[src/rtl/mio_pkg.sv]
// Shared definitions for the memory/IO bus controller: region codes,
// register offsets, FSM state encoding and timer CTRL bit positions.
package mio_pkg;

  localparam logic [3:0] REG_RAM  = 4'h0;
  localparam logic [3:0] REG_GPIO = 4'hE;
  localparam logic [3:0] REG_TMR  = 4'hF;

  localparam logic [27:0] OFF_LED   = 28'h000_0000;
  localparam logic [27:0] OFF_SW    = 28'h000_0004;
  localparam logic [27:0] OFF_COUNT = 28'h000_0000;
  localparam logic [27:0] OFF_CMP   = 28'h000_0004;
  localparam logic [27:0] OFF_CTRL  = 28'h000_0008;

  localparam int unsigned CTRL_EN   = 0;
  localparam int unsigned CTRL_PEND = 1;

  typedef enum logic [1:0] {
    IDLE,
    ACCESS,
    DONE
  } state_e;

endpackage

[src/rtl/mio_timer.sv]
// Compare timer: free-running COUNT that wraps on CMP match and latches a
// pending flag (INT). Only instantiated when MIO_TIMER_EN is defined.
module mio_timer (
  input  logic        clk_i,
  input  logic        rst_i,
  input  logic        wr_i,
  input  logic [27:0] off_i,
  input  logic [31:0] wdata_i,
  output logic [31:0] rdata_o,
  output logic        int_o
);
  import mio_pkg::*;

  logic [31:0] count_q, count_d;
  logic [31:0] cmp_q, cmp_d;
  logic        en_q, en_d;
  logic        pend_q, pend_d;
  logic        match;

  assign match = en_q && (count_q == cmp_q);

  always_comb begin
    count_d = count_q;
    cmp_d   = cmp_q;
    en_d    = en_q;
    pend_d  = pend_q;
    if (en_q) count_d = match ? '0 : count_q + 32'd1;
    if (wr_i && off_i == OFF_COUNT) count_d = wdata_i;
    if (wr_i && off_i == OFF_CMP)   cmp_d   = wdata_i;
    if (wr_i && off_i == OFF_CTRL) begin
      en_d = wdata_i[CTRL_EN];
      if (wdata_i[CTRL_PEND]) pend_d = 1'b0;
    end
    // a match in the same cycle as a clear keeps the flag set
    if (match) pend_d = 1'b1;
  end

  always_ff @(posedge clk_i) begin
    if (rst_i) begin
      count_q <= '0;
      cmp_q   <= '1;
      en_q    <= 1'b0;
      pend_q  <= 1'b0;
    end else begin
      count_q <= count_d;
      cmp_q   <= cmp_d;
      en_q    <= en_d;
      pend_q  <= pend_d;
    end
  end

  always_comb begin
    rdata_o = '0;
    case (off_i)
      OFF_COUNT: rdata_o = count_q;
      OFF_CMP:   rdata_o = cmp_q;
      OFF_CTRL:  rdata_o = {30'b0, pend_q, en_q};
      default:   rdata_o = '0;
    endcase
  end

  assign int_o = pend_q;

endmodule

[src/rtl/mio_bus_ctrl.sv]
// Bus controller between the multicycle core and RAM / GPIO / timer.
// Define MIO_TIMER_EN to build the compare timer; otherwise INT is tied low.
module mio_bus_ctrl #(
  parameter int unsigned RAM_AW      = 10,
  parameter int unsigned WAIT_CYCLES = 1
) (
  input  logic              clk,
  input  logic              reset,
  input  logic              CPU_MIO,
  input  logic              mem_w,
  input  logic [31:0]       Addr_out,
  input  logic [31:0]       Data_out,
  output logic [31:0]       Data_in,
  output logic              MIO_ready,
  output logic              INT,
  output logic [RAM_AW-1:0] ram_addr,
  output logic [31:0]       ram_din,
  output logic              ram_we,
  input  logic [31:0]       ram_dout,
  input  logic [15:0]       sw_in,
  output logic [15:0]       led_out
);
  import mio_pkg::*;

  state_e            state_q;
  logic [31:0]       addr_q;
  logic [31:0]       wdata_q;
  logic              we_q;
  logic [15:0]       wait_q;
  logic [31:0]       data_q;
  logic              ready_q;
  logic              ram_we_q;
  logic [RAM_AW-1:0] ram_addr_q;
  logic [31:0]       ram_din_q;
  logic [15:0]       led_q;

  logic [3:0]  region;
  logic [27:0] off;
  logic [31:0] rd_mux;
  logic [31:0] tmr_rdata;
  logic        tmr_int;

  assign region = addr_q[31:28];
  assign off    = addr_q[27:0];

`ifdef MIO_TIMER_EN
  logic tmr_wr;
  assign tmr_wr = (state_q == DONE) && we_q && (region == REG_TMR);

  mio_timer u_timer (
    .clk_i   (clk),
    .rst_i   (reset),
    .wr_i    (tmr_wr),
    .off_i   (off),
    .wdata_i (wdata_q),
    .rdata_o (tmr_rdata),
    .int_o   (tmr_int)
  );
`else
  assign tmr_rdata = '0;
  assign tmr_int   = 1'b0;
`endif

  always_comb begin
    rd_mux = '0;
    case (region)
      REG_RAM:  rd_mux = ram_dout;
      REG_GPIO: begin
        if (off == OFF_LED)     rd_mux = {16'b0, led_q};
        else if (off == OFF_SW) rd_mux = {16'b0, sw_in};
      end
      REG_TMR:  rd_mux = tmr_rdata;
      default:  rd_mux = '0;
    endcase
  end

  always_ff @(posedge clk) begin
    if (reset) begin
      state_q    <= IDLE;
      addr_q     <= '0;
      wdata_q    <= '0;
      we_q       <= 1'b0;
      wait_q     <= '0;
      data_q     <= '0;
      ready_q    <= 1'b0;
      ram_we_q   <= 1'b0;
      ram_addr_q <= '0;
      ram_din_q  <= '0;
      led_q      <= '0;
    end else begin
      ready_q  <= 1'b0;
      ram_we_q <= 1'b0;
      case (state_q)
        IDLE: begin
          if (CPU_MIO) begin
            addr_q     <= Addr_out;
            wdata_q    <= Data_out;
            we_q       <= mem_w;
            wait_q     <= 16'(WAIT_CYCLES);
            ram_addr_q <= Addr_out[RAM_AW+1:2];
            state_q    <= ACCESS;
          end
        end
        ACCESS: begin
          wait_q <= wait_q - 16'd1;
          if (wait_q == 16'd1) begin
            state_q <= DONE;
            ready_q <= 1'b1;
            if (we_q && region == REG_RAM) begin
              ram_we_q  <= 1'b1;
              ram_din_q <= wdata_q;
            end
          end
        end
        DONE: begin
          if (!we_q) data_q <= rd_mux;
          if (we_q && region == REG_GPIO && off == OFF_LED) led_q <= wdata_q[15:0];
          state_q <= IDLE;
        end
        default: state_q <= IDLE;
      endcase
    end
  end

  // RAM data only arrives during DONE, so the read path is bypassed onto
  // Data_in for that cycle and held in data_q from then on.
  assign Data_in   = (state_q == DONE && !we_q) ? rd_mux : data_q;
  assign MIO_ready = ready_q;
  assign INT       = tmr_int;
  assign ram_addr  = ram_addr_q;
  assign ram_din   = ram_din_q;
  assign ram_we    = ram_we_q;
  assign led_out   = led_q;

endmodule
[config.mk]
export PLATFORM = sky130hd
export DESIGN_NAME = mio_bus_ctrl
export DESIGN_NICKNAME = d
export VERILOG_FILES = /design/src/rtl/mio_pkg.sv /design/src/rtl/mio_timer.sv /design/src/rtl/mio_bus_ctrl.sv
export SDC_FILE = /design/constraint.sdc
export NUM_CORES = 1
export LEC_CHECK = 0
export CAP_MARGIN = 20
export CORE_MARGIN = 2
export CORE_UTILIZATION = 49
export CTS_BUF_LIST = sky130_fd_sc_hd__clkbuf_8
export CTS_CLUSTER_SIZE = 14
export DETAILED_ROUTE_END_ITERATION = 8
export PLACE_DENSITY = 0.9
export SYNTH_ARGS = -nofsm -noshare
export SYNTH_HDL_FRONTEND = slang
export SYNTH_SLANG_ARGS = --single-unit
[constraint.sdc]
create_clock -name clk -period 2.4 [get_ports clk]
set_clock_uncertainty 0.15 [all_clocks]
set_input_delay 0.48 -clock clk [delete_from_list [all_inputs] [get_ports clk]]
set_output_delay 0.48 -clock clk [all_outputs]
set_load 0.03 [all_outputs]
After elaboration in Yosys (flattened, before gate mapping). Index checks and enable logic that the tools add are counted.

Register bits after elaboration: 175. Latch bits: 0. RAM bits: 0. Bits in read-only memories: 0. Bits of input ports: 116. Word-level logic and storage cells: 50. Memories: 0.

$add $sub $neg: 1. Multipliers: 0. Divide/modulo/power cells: 0. Magnitude comparators: 0. Eq/ne operators: 7. Shifts and indexed selects: 0. Mux-type cells: 11. Bitwise operators: 3. Reductions and logical operators: 17.

Operators by type and width (count): case mux 32 bit (2 select lines) (1); 2-to-1 mux 16 bit (3); 2-to-1 mux 32 bit (1); case mux 16 bit (2 select lines) (1); equality test 28 x 3 -> 1 bit, second input constant (1); zero test 28 bit (1); equality test 16 x 1 -> 1 bit, second input constant (1); subtractor 16 x 1 -> 16 bit, second input constant (1); AND reduction 2 bit (5); equality test 4 bit, second input constant (1); logical AND 1 bit (4); zero test 4 bit (1); 2-to-1 mux 2 bit (2); != test 2 bit, second input constant (2); case mux 2 bit (2 select lines) (1); inverter 1 bit (3); AND reduction 3 bit (1); OR reduction 3 bit (1); equality test 2 x 1 -> 1 bit, second input constant (1); equality test 2 bit, second input constant (1); zero test 2 bit (1); 2-to-1 mux 1 bit (2); nonzero test 2 bit (1); OR reduction 2 bit (1); zero test 1 bit (1).

Longest topological paths before layout. Gate-level depths: netlist (run 1).

Word-level depth: 5. Gate-level depth with buffers: 8. Depth with buffers taken out: 6.

Least setup slack after synthesis (run 1). No wires, ideal clock.

Path type: reg2out. Start: register state_q[1]. End: output Data_in[0]. Data arrival time: 2020 ps. Data required time: 1770 ps. Setup slack: -250 ps. Cell stages (with the launch flop): 6. Cells stage by stage: dfxtp_1 -> or3b_1 -> clkbuf_1 -> nand3b_1 -> clkbuf_1 -> o21ai_0.

Longest elaborated chain between the ends: 3.

RTL lines: start: declaration (RTL line mio_bus_ctrl.sv:25) `state_e state_q;`; start signal: assignment (RTL line mio_bus_ctrl.sv:79) `state_q <= IDLE;`; start signal: assignment (RTL line mio_bus_ctrl.sv:101) `state_q <= ACCESS;`; start signal: assignment (RTL line mio_bus_ctrl.sv:107) `state_q <= DONE;`; equality test 2 bit (RTL line mio_bus_ctrl.sv:127) `assign Data_in = (state_q == DONE && !we_q) ? rd_mux : data_q;`; logical AND 1 bit (RTL line mio_bus_ctrl.sv:127); 2-to-1 mux 32 bit (RTL line mio_bus_ctrl.sv:127); end: declaration (RTL line mio_bus_ctrl.sv:13) `output logic [31:0] Data_in,`.

No other way between the ends.

Final worst setup path (run 1).
Start: register addr_q[4]. End: output Data_in[14].

Longest elaborated chain between the ends: 5. Elaborated cells on any way between the ends: 6. Classes of those cells: eq/ne (1); mux (4); reduce/logical (1).

RTL lines: start: declaration (RTL line mio_bus_ctrl.sv:26) `logic [31:0] addr_q;`; start signal: assignment (RTL line mio_bus_ctrl.sv:96) `addr_q <= Addr_out;`; equality test 28 x 3 -> 1 bit (RTL line mio_bus_ctrl.sv:70) `else if (off == OFF_SW) rd_mux = {16'b0, sw_in};`; 2-to-1 mux 16 bit (RTL line mio_bus_ctrl.sv:70); 2-to-1 mux 16 bit * (RTL line mio_bus_ctrl.sv:69) `if (off == OFF_LED) rd_mux = {16'b0, led_q};`; case mux 32 bit (2 select lines) * (RTL line mio_bus_ctrl.sv:66) `case (region)`; 2-to-1 mux 32 bit * (RTL line mio_bus_ctrl.sv:127).

Every way passes the cells marked *; elsewhere a longest branch is shown, timed or not.

==> metrics.yaml, run 1 <==
status:
  outcome: "complete, but fails checks"
  violations: "setup timing"
sta:
  fin_setup_tns_ps: -8458
  rsz0062_at_grt: "yes"
  tightest_slew_ps: 518.3
  drv_slew: 0
  finalCritPeriodShare_pct: 113.9
  max_slew_margin_pct: 64.46
  max_freq_mhz: 365.8
  setup_viol: 32
  hold_viol_final: 0
  finalWorstSetupSlack_ps: -334.0
  finalCriticalPeriod_ps: 2734
route:
  drc: 0
  vias: 6785
  drtIter0Drc: 603
  post_drt_wl_per_cell_um: 18.10
  drt-pass1-iter-count: 6
  ant_nets: 0
  wirelength_um: 21710
  via_per_inst: 5.659
critical_path:
  cp_max_fo: 8
  cp.required_ps: 1770
  cp-start-kind: "register"
  crit_type: "reg2out"
  cp-end-kind: "output pin"
  crit_arrival_ps: 2100
clock_network:
  clk_latency_ps: 460
  h-tree-depth: 4
  cts_tree: "done"
  cts.path.max_buffers: 2
  clkTransAtPathRegs_ps: 90
  cts_inserted_buffers: 17
  cts_num_sinks: 165
  postCtsHoldBufs: 0
  cts-root-buf: "clkbuf_8"
power:
  internal_power_mw: 4.469
  switching_share_pct: 28.27
  powerDensity_nw_per_um2: 608.4
  pwr-share-clk_pct: 34.0
  power_switching_mw: 1.762
  ir_drop_v: 0.0004909
  seqPwrFrac_pct: 47.8
  leakagePower_nw: 3.648
  pwr-share-comb_pct: 18.2
finish:
  fillers: 930
  finish.utilization_pct: 74.36
  fin_nets: 1124
  antenna_cells: 0
  layout-drive-gt1-share_pct: 20.12
  syn2layout_area_growth_pct: 49.68
synth:
  synth_area_um2: 6843
  async_flop_share_pct: 0
  ys_seq_area_share_pct: 48.27
  ys_warn_count: 0
  synthFlopType: "dfxtp_1"
  synth-seq-cells: 165
  synth_top_area_share_pct: 48.27
  avgSynthCellArea_um2: 8.500
  netlist_instances: 805
  synthDistinctLibCells: 45
  synth.area.top_cells: "dfxtp_1 48%, a21oi_1 7.8%, nand2_1 7.5%"
  yosysTopAreaCell: "dfxtp_1"
  synth-edff-count: 0
  syn_nets: 923
floorplan:
  die_h_um: 122.2
  io_pins: 209
  std_cell_rows: 43
  core-area_um2: 13770
  chipWidth_um: 122.2
  design.die.area_um2: 14930
  initial_core_util_pct: 49.68
run:
  maxCapViolations: 0
global_routing:
  grt_pass1_vias: 6208
  track_usage_pct: 26.40
  grt-ovfl-total: 0
  antenna_found_initial: 0
  grt_pass1_wl_um: 30780
  grt_start_max_net_pins: 81
place:
  io_buffers: 207
  dp_hpwl_um: 12730
  globalplace.congestion: 0.8636
worst_hold_path:
  hold_path.class: "in2reg"
-- critical path, cell delays in order (launching register included) --
cell	delay (ps)
dfxtp_2	350
nor4_4	300
and4_4	270
nand3b_1	90
buf_6	140
buf_12	140
o21ai_1	150
buf_4	190
-- cells in the mapped netlist (2+ instances only) --
cell	instances
dfxtp_1	165
nand2_1	137
a21oi_1	107
clkbuf_1	57
o21ai_0	49
nand3_1	38
nand2b_1	33
mux2i_1	32
nor2b_1	19
or2_2	19
a22o_1	16
a22oi_1	16
o22ai_1	16
nor2_1	13
buf_4	11
nor4_1	10
nor3_1	8
buf_2	6
mux2_2	5
and4_1	4
nand4_1	4
or3_1	4
nand3b_1	3
nor4b_1	3
o211ai_1	3
clkbuf_8	2
ha_1	2
inv_1	2
nor3b_1	2
nor4b_2	2
o311ai_0	2
or4_1	2
-- power groups by stage --
stage	Combinational (mW)	Sequential, mW	Clock (mW)
after floorplan	0.623	3.00	0
after global placement	1.02	3.01	0
after detailed placement	1.04	3.02	0
after CTS	1.08	2.97	2.13
after global routing	1.23	3.00	2.24
final	1.14	2.98	2.12
-- cell type report --
cell class	count	area [um2]	area share [%]
well taps	180	225.2	2.199
inverters	2	7.507	0.07330
clock inverters	14	176.4	1.722
repair buffers	261	2745	26.80
multi-input cells	559	3520	34.36
clock buffers	18	247.7	2.419
flip-flops and latches	165	3321	32.42
-- repair_timing --
item                       CTS  global route
setup endpoints to repair   32            32
cloned                       2             3
gates resized for setup     44            74
buffers inserted             9            10
pin swaps                    7            27
-- metrics by stage --
stage / cells / power (mW) / setup WS, ps / hold WS (ps) / instance area (um2)
after floorplan: 805 / 3.623 / -229.0 / 286.0 / 6854
after global placement: 1143 / 4.037 / 124.2 / 292.7 / 9041
after detailed placement: 1143 / 4.060 / 74.30 / 296.5 / 9041
after CTS: 1186 / 6.181 / -300.8 / 285.9 / 9769
after global routing: 1199 / 6.470 / -417.7 / 304.1 / 10240
final: 1199 / 6.231 / -334.0 / 292.0 / 10240
-- path summary, 6_finish.rpt --
check | start | end | slack, ps | cells past startpoint
worst max register to register | wait_q[7]$_SDFFE_PP0P_ | wait_q[14]$_SDFFE_PP0P_ | 180 | 4
worst min register to register | wdata_q[29]$_SDFFE_PP0P_ | wdata_q[29]$_SDFFE_PP0P_ | 310 | 2
worst min-delay path | reset | data_q[19]$_SDFFE_PP0P_ | 290 | 2
worst max-delay path | addr_q[4]$_SDFFE_PP0P_ | Data_in[14] | -330 | 7
-- layout by cell type (no fill, tap or decap), types with 8 or more instances in the layout --
master,netlist,layout
clkdlybuf4s50_1,0,173
dfxtp_1,165,155
nand2_1,137,137
a21oi_1,107,107
nand3_1,38,38
buf_4,11,38
buf_6,1,34
o21ai_0,49,33
nand2b_1,33,33
mux2i_1,32,32
or2_2,19,19
nor2b_1,19,18
clkbuf_8,2,18
o22ai_1,16,16
a22oi_2,0,15
nor2_1,13,13
buf_12,0,10
o21ai_4,0,9
a22o_4,0,8
nor3_1,8,8
a22o_1,16,8
dfxtp_2,0,8
-- per-layer routing --
layer / GRT usage, % / part of all wire (%)
met4: 10.56 / 3.7
met3: 7.163 / 8.4
met1: 32.98 / 39
met2: 43.30 / 49
met5: 0 / 0
-- registers in the layout, indices dropped and copies added (netlist names) --
signal	flops
led_out	16
wait_q	16
addr_q	32
state_q	2
data_q	32
we_q	1
wdata_q	32
MIO_ready	1
ram_din	32
ram_we	1
-- kinds of logic (layout without fill, tap and decap cells) --
group | count (synthesis) | after routing | share of synthesized area, %
AO/OA/AOI/OAI | 212 | 212 | 17.57
adder cells (fa/ha/maj) | 2 | 2 | 0.3656
AND/OR/NAND/NOR | 307 | 307 | 22.65
multiplexers | 37 | 37 | 5.504
other | 1 | 1 | 0.05480
flip-flops | 165 | 165 | 48.27
buffers and inverters | 81 | 295 | 5.577
Note: power is estimated with default switching activity, not from simulation.
==> inputs of run 2 (changes only) <==
--- a/config.mk
+++ b/config.mk
@@ -5,13 +5,14 @@
 export SDC_FILE = /design/constraint.sdc
 export NUM_CORES = 1
 export LEC_CHECK = 0
+export ABC_AREA = 1
 export CAP_MARGIN = 20
 export CORE_MARGIN = 2
 export CORE_UTILIZATION = 49
 export CTS_BUF_LIST = sky130_fd_sc_hd__clkbuf_8
 export CTS_CLUSTER_SIZE = 14
 export DETAILED_ROUTE_END_ITERATION = 8
-export PLACE_DENSITY = 0.9
+export PLACE_DENSITY = 0.89
 export SYNTH_ARGS = -nofsm -noshare
 export SYNTH_HDL_FRONTEND = slang
 export SYNTH_SLANG_ARGS = --single-unit
==> run 2 against run 1 <==
Effect of this change: the run still ends with setup timing left; via count is 8.8% higher; combinational power is 20% higher; register-to-register slack better by 340 ps; synthesized area up 4.2%; die area is 4.0% higher; highest routed layer unchanged; critical endpoint is now Data_in[6]; sequential cell count stayed put; critical path depth is 4 higher; worst setup slack improved by 86 ps; sequential share of layout area is 0.56 points lower.
==> metrics.yaml, run 2 <==
status:
  outcome: "complete, but fails checks"
  violations: "setup timing"
synth:
  synth-seq-cells: 165  # unchanged
  ys_warn_count: 0  # unchanged
  yosys-top-cells-count: "170 x nor2_1, 165 x dfxtp_1, 148 x nand2_1, 97 x a21oi_1, 76 x o21ai_0"
  netlist_instances: 957  # +19%
  synth_area_um2: 7128  # +4.2%
  synthDistinctLibCells: 35  # -22%
  synth.area.top_cells: "dfxtp_1 46%, nor2_1 9.0%, nand2_1 7.8%"
  synth_top_area_share_pct: 46.34  # -1.9 points
  async_flop_share_pct: 0  # unchanged
  synthFlopType: "dfxtp_1"
  ys_seq_area_share_pct: 46.34  # -1.9 points
  synth-edff-count: 0  # unchanged
  yosysMostFrequentCell: "nor2_1"
  yosysTopAreaCell: "dfxtp_1"
  avgSynthCellArea_um2: 7.448  # -12%
  syn_nets: 1075  # +16%
clock_network:
  postCtsHoldBufs: 0  # unchanged
  h-tree-depth: 4  # unchanged
  cts.path.max_buffers: 2  # unchanged
  cts_inserted_buffers: 17  # unchanged
  cts-root-buf: "clkbuf_8"
  cts_tree: "done"
  clkTransAtPathRegs_ps: 80  # about the same
  clk_latency_ps: 440  # -20 ps
  cts_num_sinks: 165  # unchanged
route:
  drc: 0  # unchanged
  via_per_inst: 5.458  # -3.6%
  ant_nets: 0  # unchanged
  vias: 7379  # +8.8%
  drtIter0Drc: 767  # +27%
  post_drt_wl_per_cell_um: 16.39  # -9.5%
  drt-pass1-iter-count: 6  # unchanged
  wirelength_um: 22160  # +2.1%
global_routing:
  antenna_found_initial: 0  # unchanged
  grt_start_max_net_pins: 75  # -7.4%
  grt-ovfl-total: 0  # unchanged
  grt_pass1_vias: 6841  # +10%
  track_usage_pct: 26.46  # +0.054 points
  grt_pass1_wl_um: 33640  # +9.3%
finish:
  antenna_cells: 0  # unchanged
  fin_area_um2: 10410  # +1.6%
  regArea_um2: 3316  # -0.15%
  layout-drive-gt1-share_pct: 20.46  # +0.34 points
  final_cell_mix: "174 x clkdlybuf4s50_1, 162 x nor2_1, 155 x dfxtp_1, 98 x nand2_1, 97 x a21oi_1"
  multi_input_area_um2: 3478  # -1.2%
  fin_nets: 1273  # +13%
  fillers: 1024  # +10%
  syn2layout_area_growth_pct: 45.99
  final_common_cell: "clkdlybuf4s50_1"
sta:
  setup_viol: 16  # -50%
  hold_viol_final: 0  # unchanged
  finalWorstSetupSlack_ps: -247.8  # +86.20 ps
  fin_setup_tns_ps: -3018  # +5440 ps
  max_freq_mhz: 377.7  # +3.3%
  finalCriticalPeriod_ps: 2648  # -86.20 ps
  drv_slew: 0  # unchanged
  rsz0062_at_grt: "yes"
  finalCritPeriodShare_pct: 110.3  # -3.6 points
floorplan:
  chipWidth_um: 124.6  # +2.0%
  core-area_um2: 14370  # +4.3%
  die_h_um: 124.6  # +2.0%
  design.die.area_um2: 15530  # +4.0%
  initial_core_util_pct: 49.61  # -0.074 points
  io_pins: 209  # unchanged
  std_cell_rows: 44  # +2.3%
worst_hold_path:
  min_to: "addr_q[24]$_SDFFE_PP0P_"
  min-delay-start: "addr_q[24]$_SDFFE_PP0P_"
  hold_depth: 2  # unchanged
  hold_path.class: "reg2reg"
critical_path:
  worstPathCellList: "nor2_2, nand2_2, nor2_2, nand2_2, nor2_4, buf_12, nand2_1, nand2_1, nand2_1, nand2_1, buf_6"
  cp.required_ps: 1770  # about the same
  crit_arrival_ps: 2020  # -80 ps
  cp_slowest_stage_delay_ps: 340  # about the same
  cp_slowest_cell: "dfxtp_2"
  reg2reg_slack_ps: 520  # +340 ps
  crit_type: "reg2out"
  regToRegEndpoint: "ram_din[7]$_SDFFE_PP0P_"
  cp-end-kind: "output pin"
  cp-start-kind: "register"
  r2r-start: "state_q[0]$_SDFFE_PP0P_"
  cp_max_fo: 8  # unchanged
  cp.depth: 11  # +4
  crit_path_frequent_cell: "nand2_1"
  critPathBufInv: 2  # -1
  crit_family: "simple AND/OR/NAND/NOR gates"
  r2r_cells: 9  # +5
place:
  globalplace.congestion: 0.8566  # -0.81%
  dp_hpwl_um: 13870  # +8.9%
  io_buffers: 207  # unchanged
  post_dp_cell_area_um2: 9250  # +2.3%
power:
  power_mw: 6.727  # +8.0%
  powerDensity_nw_per_um2: 646.4  # +6.3%
  ir_drop_v: 0.0003274  # -33%
  leakagePower_nw: 4.261  # +17%
run:
  maxCapViolations: 0  # unchanged
[run 2: layout make-up]
cell class / count / area share, %
clock buffers: 20 / 2.645
clock inverters: 12 / 1.924
inverters: 65 / 2.369
multi-input cells: 653 / 33.43
flip-flops and latches: 165 / 31.86
well taps: 184 / 2.212
repair buffers: 253 / 25.56
[run 2: kinds of logic after synthesis]
group	after synthesis	share of synthesized area, %
AOI/OAI and AO/OA	220	17.31
buffers and inverters	139	8.864
other	1	0.05261
DFF	165	46.34
and+or+nand+nor	430	27.08
adders and majority gates	2	0.3510
[run 2: worst max-delay path by stage]
stage | startpoint | end | slack (ps)
after global placement | addr_q[17]$_SDFFE_PP0P_ | Data_in[4] | 170
after detailed placement | addr_q[22]$_SDFFE_PP0P_ | Data_in[1] | 120
after global routing | addr_q[7]$_SDFFE_PP0P_ | Data_in[6] | -370
after floorplan | addr_q[6]$_SDFFE_PP0P_ | Data_in[0] | 320
final | addr_q[7]$_SDFFE_PP0P_ | Data_in[6] | -250
after CTS | addr_q[6]$_SDFFE_PP0P_ | Data_in[1] | -170
[run 2: what timing repair did]
item | in CTS | in global routing
pin swaps | 10 | 27
setup buffers | 4 | 10
endpoints found under the setup margin | 32 | 32
resized for setup | 59 | 79
gates cloned | 4 | 2
[run 2: layer usage]
| layer | vias up | global-route usage, % | wire [um] |
|---|---|---|---|
| met5 | - | 0 | 0 |
| met4 | 0 | 9.055 | 670 |
| met3 | 64 | 5.541 | 1629 |
| met2 | 366 | 46.06 | 10900 |
| met1 | 3408 | 32.49 | 8955 |
| li1 | 3541 | - | - |
[run 2: metrics by stage]
stage | std cells | hold WS (ps) | worst slack [ps] | utilization [%]
after floorplan | 957 | 279.2 | 324.6 | -
after global placement | 1300 | 288.2 | 166.7 | 64.38
after detailed placement | 1300 | 295.7 | 124.0 | 64.38
after CTS | 1340 | 316.1 | -165.6 | 69.86
after global routing | 1352 | 325.1 | -374.3 | 72.42
final | 1352 | 309.1 | -247.8 | 72.42
[run 2: power by group]
| group | internal, mW | leakage (nW) | switching (mW) | total (mW) |
|---|---|---|---|---|
| logic | 0.545 | 2.67 | 0.829 | 1.37 |
| clock network | 1.32 | 0.237 | 1.02 | 2.35 |
| registers | 2.89 | 1.35 | 0.114 | 3.01 |
[run 2: worst register-to-register path: stages, from the launching register on]
cell and delay (ps):
dfxtp_1 390, inv_2 60, nor2_1 100, buf_4 200, inv_2 130, nor2_2 210, nand3_1 100, buf_4 260
nand2_1 110, a21oi_1 60
==> inputs of run 3 (changes only) <==
--- a/config.mk
+++ b/config.mk
@@ -6,8 +6,7 @@
 export NUM_CORES = 1
 export LEC_CHECK = 0
 export ABC_AREA = 1
-export CAP_MARGIN = 20
-export CORE_MARGIN = 2
+export CORE_MARGIN = 10
 export CORE_UTILIZATION = 49
 export CTS_BUF_LIST = sky130_fd_sc_hd__clkbuf_8
 export CTS_CLUSTER_SIZE = 14
==> run 3 against run 2 <==
Effect of this change: critical path type unchanged; sequential power hardly changed; largest cell class unchanged; die area is 27% higher; maximum frequency hardly changed; largest power group unchanged; the run still ends with setup timing left; critical endpoint unchanged.
==> metrics.yaml, run 3 (synthesized netlist as in run 2, its figures left out) <==
finish:
  final_cell_mix: "174 x clkdlybuf4s50_1, 161 x nor2_1, 151 x dfxtp_1, 102 x nand2_1, 97 x a21oi_1"
  syn2layout_area_growth_pct: 46.73
  antenna_cells: 0  # unchanged
  layout-drive-gt1-share_pct: 22.88  # +2.4 points
  finish.utilization_pct: 72.79  # +0.37 points
  final_common_cell: "clkdlybuf4s50_1"
  fin_area_um2: 10460  # +0.51%
  fin_nets: 1285  # +0.94%
global_routing:
  antenna_found_initial: 0  # unchanged
  grt_start_max_net_pins: 61  # -19%
  grt_pass1_wl_um: 36030  # +7.1%
  track_usage_pct: 22.25  # -4.2 points
  grt-ovfl-total: 0  # unchanged
  grt_pass1_vias: 6965  # +1.8%
route:
  dr_wl_met3_um: 2331  # +43%
  drtIter0Drc: 593  # -23%
  drt-pass1-iter-count: 5  # -1
  via_per_inst: 5.513  # +1.0%
  ant_nets: 0  # unchanged
  route.met2.wl_um: 12190  # +12%
  drc: 0  # unchanged
  vias: 7520  # +1.9%
  post_drt_wl_per_cell_um: 18.21  # +11%
  wl_met1_um: 9553  # +6.7%
  wirelength_um: 24840  # +12%
  top_layer_used: "met4"
power:
  switching_share_pct: 30.63  # +1.4 points
  leakagePower_nw: 4.255  # -0.13%
  internal_power_mw: 4.527  # -4.9%
  power_switching_mw: 1.999  # +1.7%
  seqPwrFrac_pct: 46.2  # +1.5 points
  pwr-share-clk_pct: 32.5  # -2.4 points
  pwr-share-comb_pct: 21.3  # +0.9 points
  ir_drop_v: 0.0003836  # +17%
  powerDensity_nw_per_um2: 623.9  # -3.5%
place:
  dp_hpwl_um: 15680  # +13%
  io_buffers: 207  # unchanged
  post_dp_cell_area_um2: 9200  # -0.54%
  globalplace.congestion: 0.8359  # -2.4%
sta:
  finalWorstSetupSlack_ps: -248.5  # -0.6850 ps
  drv_slew: 0  # unchanged
  max_slew_margin_pct: 57.43
  fin_setup_tns_ps: -2688  # +329.3 ps
  rsz0062_at_grt: "yes"
  finalCritPeriodShare_pct: 110.4  # about the same
  finalCriticalPeriod_ps: 2648  # +0.6850 ps
  setup_viol: 17  # +1
  max_freq_mhz: 377.6  # about the same
  tightest_slew_ps: 638.5
  hold_viol_final: 0  # unchanged
critical_path:
  cp.required_ps: 1770  # about the same
  cp-start-kind: "register"
  crit_arrival_ps: 2020  # about the same
  cp-end-kind: "output pin"
  cp_max_fo: 8  # unchanged
  crit_type: "reg2out"
status:
  violations: "setup timing"
  outcome: "complete, but fails checks"
floorplan:
  die_h_um: 140.6  # +13%
  core-area_um2: 14370  # unchanged
  io_pins: 209  # unchanged
  chipWidth_um: 140.6  # +13%
  initial_core_util_pct: 49.61  # unchanged
  design.die.area_um2: 19770  # +27%
  std_cell_rows: 44  # unchanged
worst_hold_path:
  hold_path.class: "reg2reg"
clock_network:
  h-tree-depth: 4  # unchanged
  cts-root-buf: "clkbuf_8"
  clk_latency_ps: 450  # about the same
  cts_num_sinks: 165  # unchanged
  cts_tree: "done"
  cts.path.max_buffers: 2  # unchanged
  clkTransAtPathRegs_ps: 90  # about the same
  postCtsHoldBufs: 0  # unchanged
  cts_inserted_buffers: 17  # unchanged
run:
  maxCapViolations: 0  # unchanged
==> run 3: power by group through the flow <==
stage	Combinational, mW	Sequential, mW	Clock [mW]
3_3_place_gp	1.21	3.05	0
5_1_grt	1.50	3.03	2.25
3_5_place_dp	1.24	3.06	0
4_1_cts	1.29	3.00	2.14
6_report	1.39	3.02	2.12
2_1_floorplan	0.805	3.03	0
==> run 3: routing by layer <==
layer,global-route usage (%),vias to the layer above
met5,0,-
met2,37.29,363
met4,8.207,0
met1,26.62,3522
met3,6.080,57
li1,-,3578
==> run 3: path summary, 6_finish.rpt <==
path                      startpoint                        to  slack [ps]  depth (start not counted)
max reg2reg  state_q[1]$_SDFFE_PP0P_  led_out[15]$_SDFFE_PP0P_         150                         15
min reg2reg  addr_q[27]$_SDFFE_PP0P_   addr_q[27]$_SDFFE_PP0P_         310                          2
max           addr_q[7]$_SDFFE_PP0P_                Data_in[6]        -250                         11
min          addr_q[27]$_SDFFE_PP0P_   addr_q[27]$_SDFFE_PP0P_         310                          2
==> run 3: area by class of cell <==
class                   count  area [um2]
well taps                 184       230.2
clock inverters            13       155.1
clock buffers              19       261.5
repair buffers            265        2694
flip-flops and latches    165        3326
fillers                  1026        3910
inverters                  65       246.5
multi-input cells         653        3546
==> run 3: repair_timing <==
action                     in CTS  in global routing
setup endpoints to repair      32                 32
resized for setup              61                104
gates cloned                    2                  2
setup buffers                  10                 18
pin swaps                       8                 40
==> run 3: metrics by stage <==
| stage | instances | worst slack (ps) | hold slack (ps) | total power, mW |
|---|---|---|---|---|
| after floorplan | 957 | 324.6 | 279.2 | 3.835 |
| after global placement | 1300 | 157.7 | 288.2 | 4.263 |
| after detailed placement | 1300 | 136.9 | 291.7 | 4.294 |
| after CTS | 1344 | -194.9 | 304.6 | 6.427 |
| after global routing | 1364 | -303.1 | 324.2 | 6.790 |
| final | 1364 | -248.5 | 310.1 | 6.525 |
==> run 3: worst max-delay path: stages (launching register included) <==
cell and delay [ps]:
dfxtp_4 370, nor2_4 140, nand2_4 90, nor2_8 100, inv_4 40, nor2_4 140, clkbuf_16 190, nand3_1 80
nand2_1 100, nand2_2 80, nand2_2 90, buf_6 130
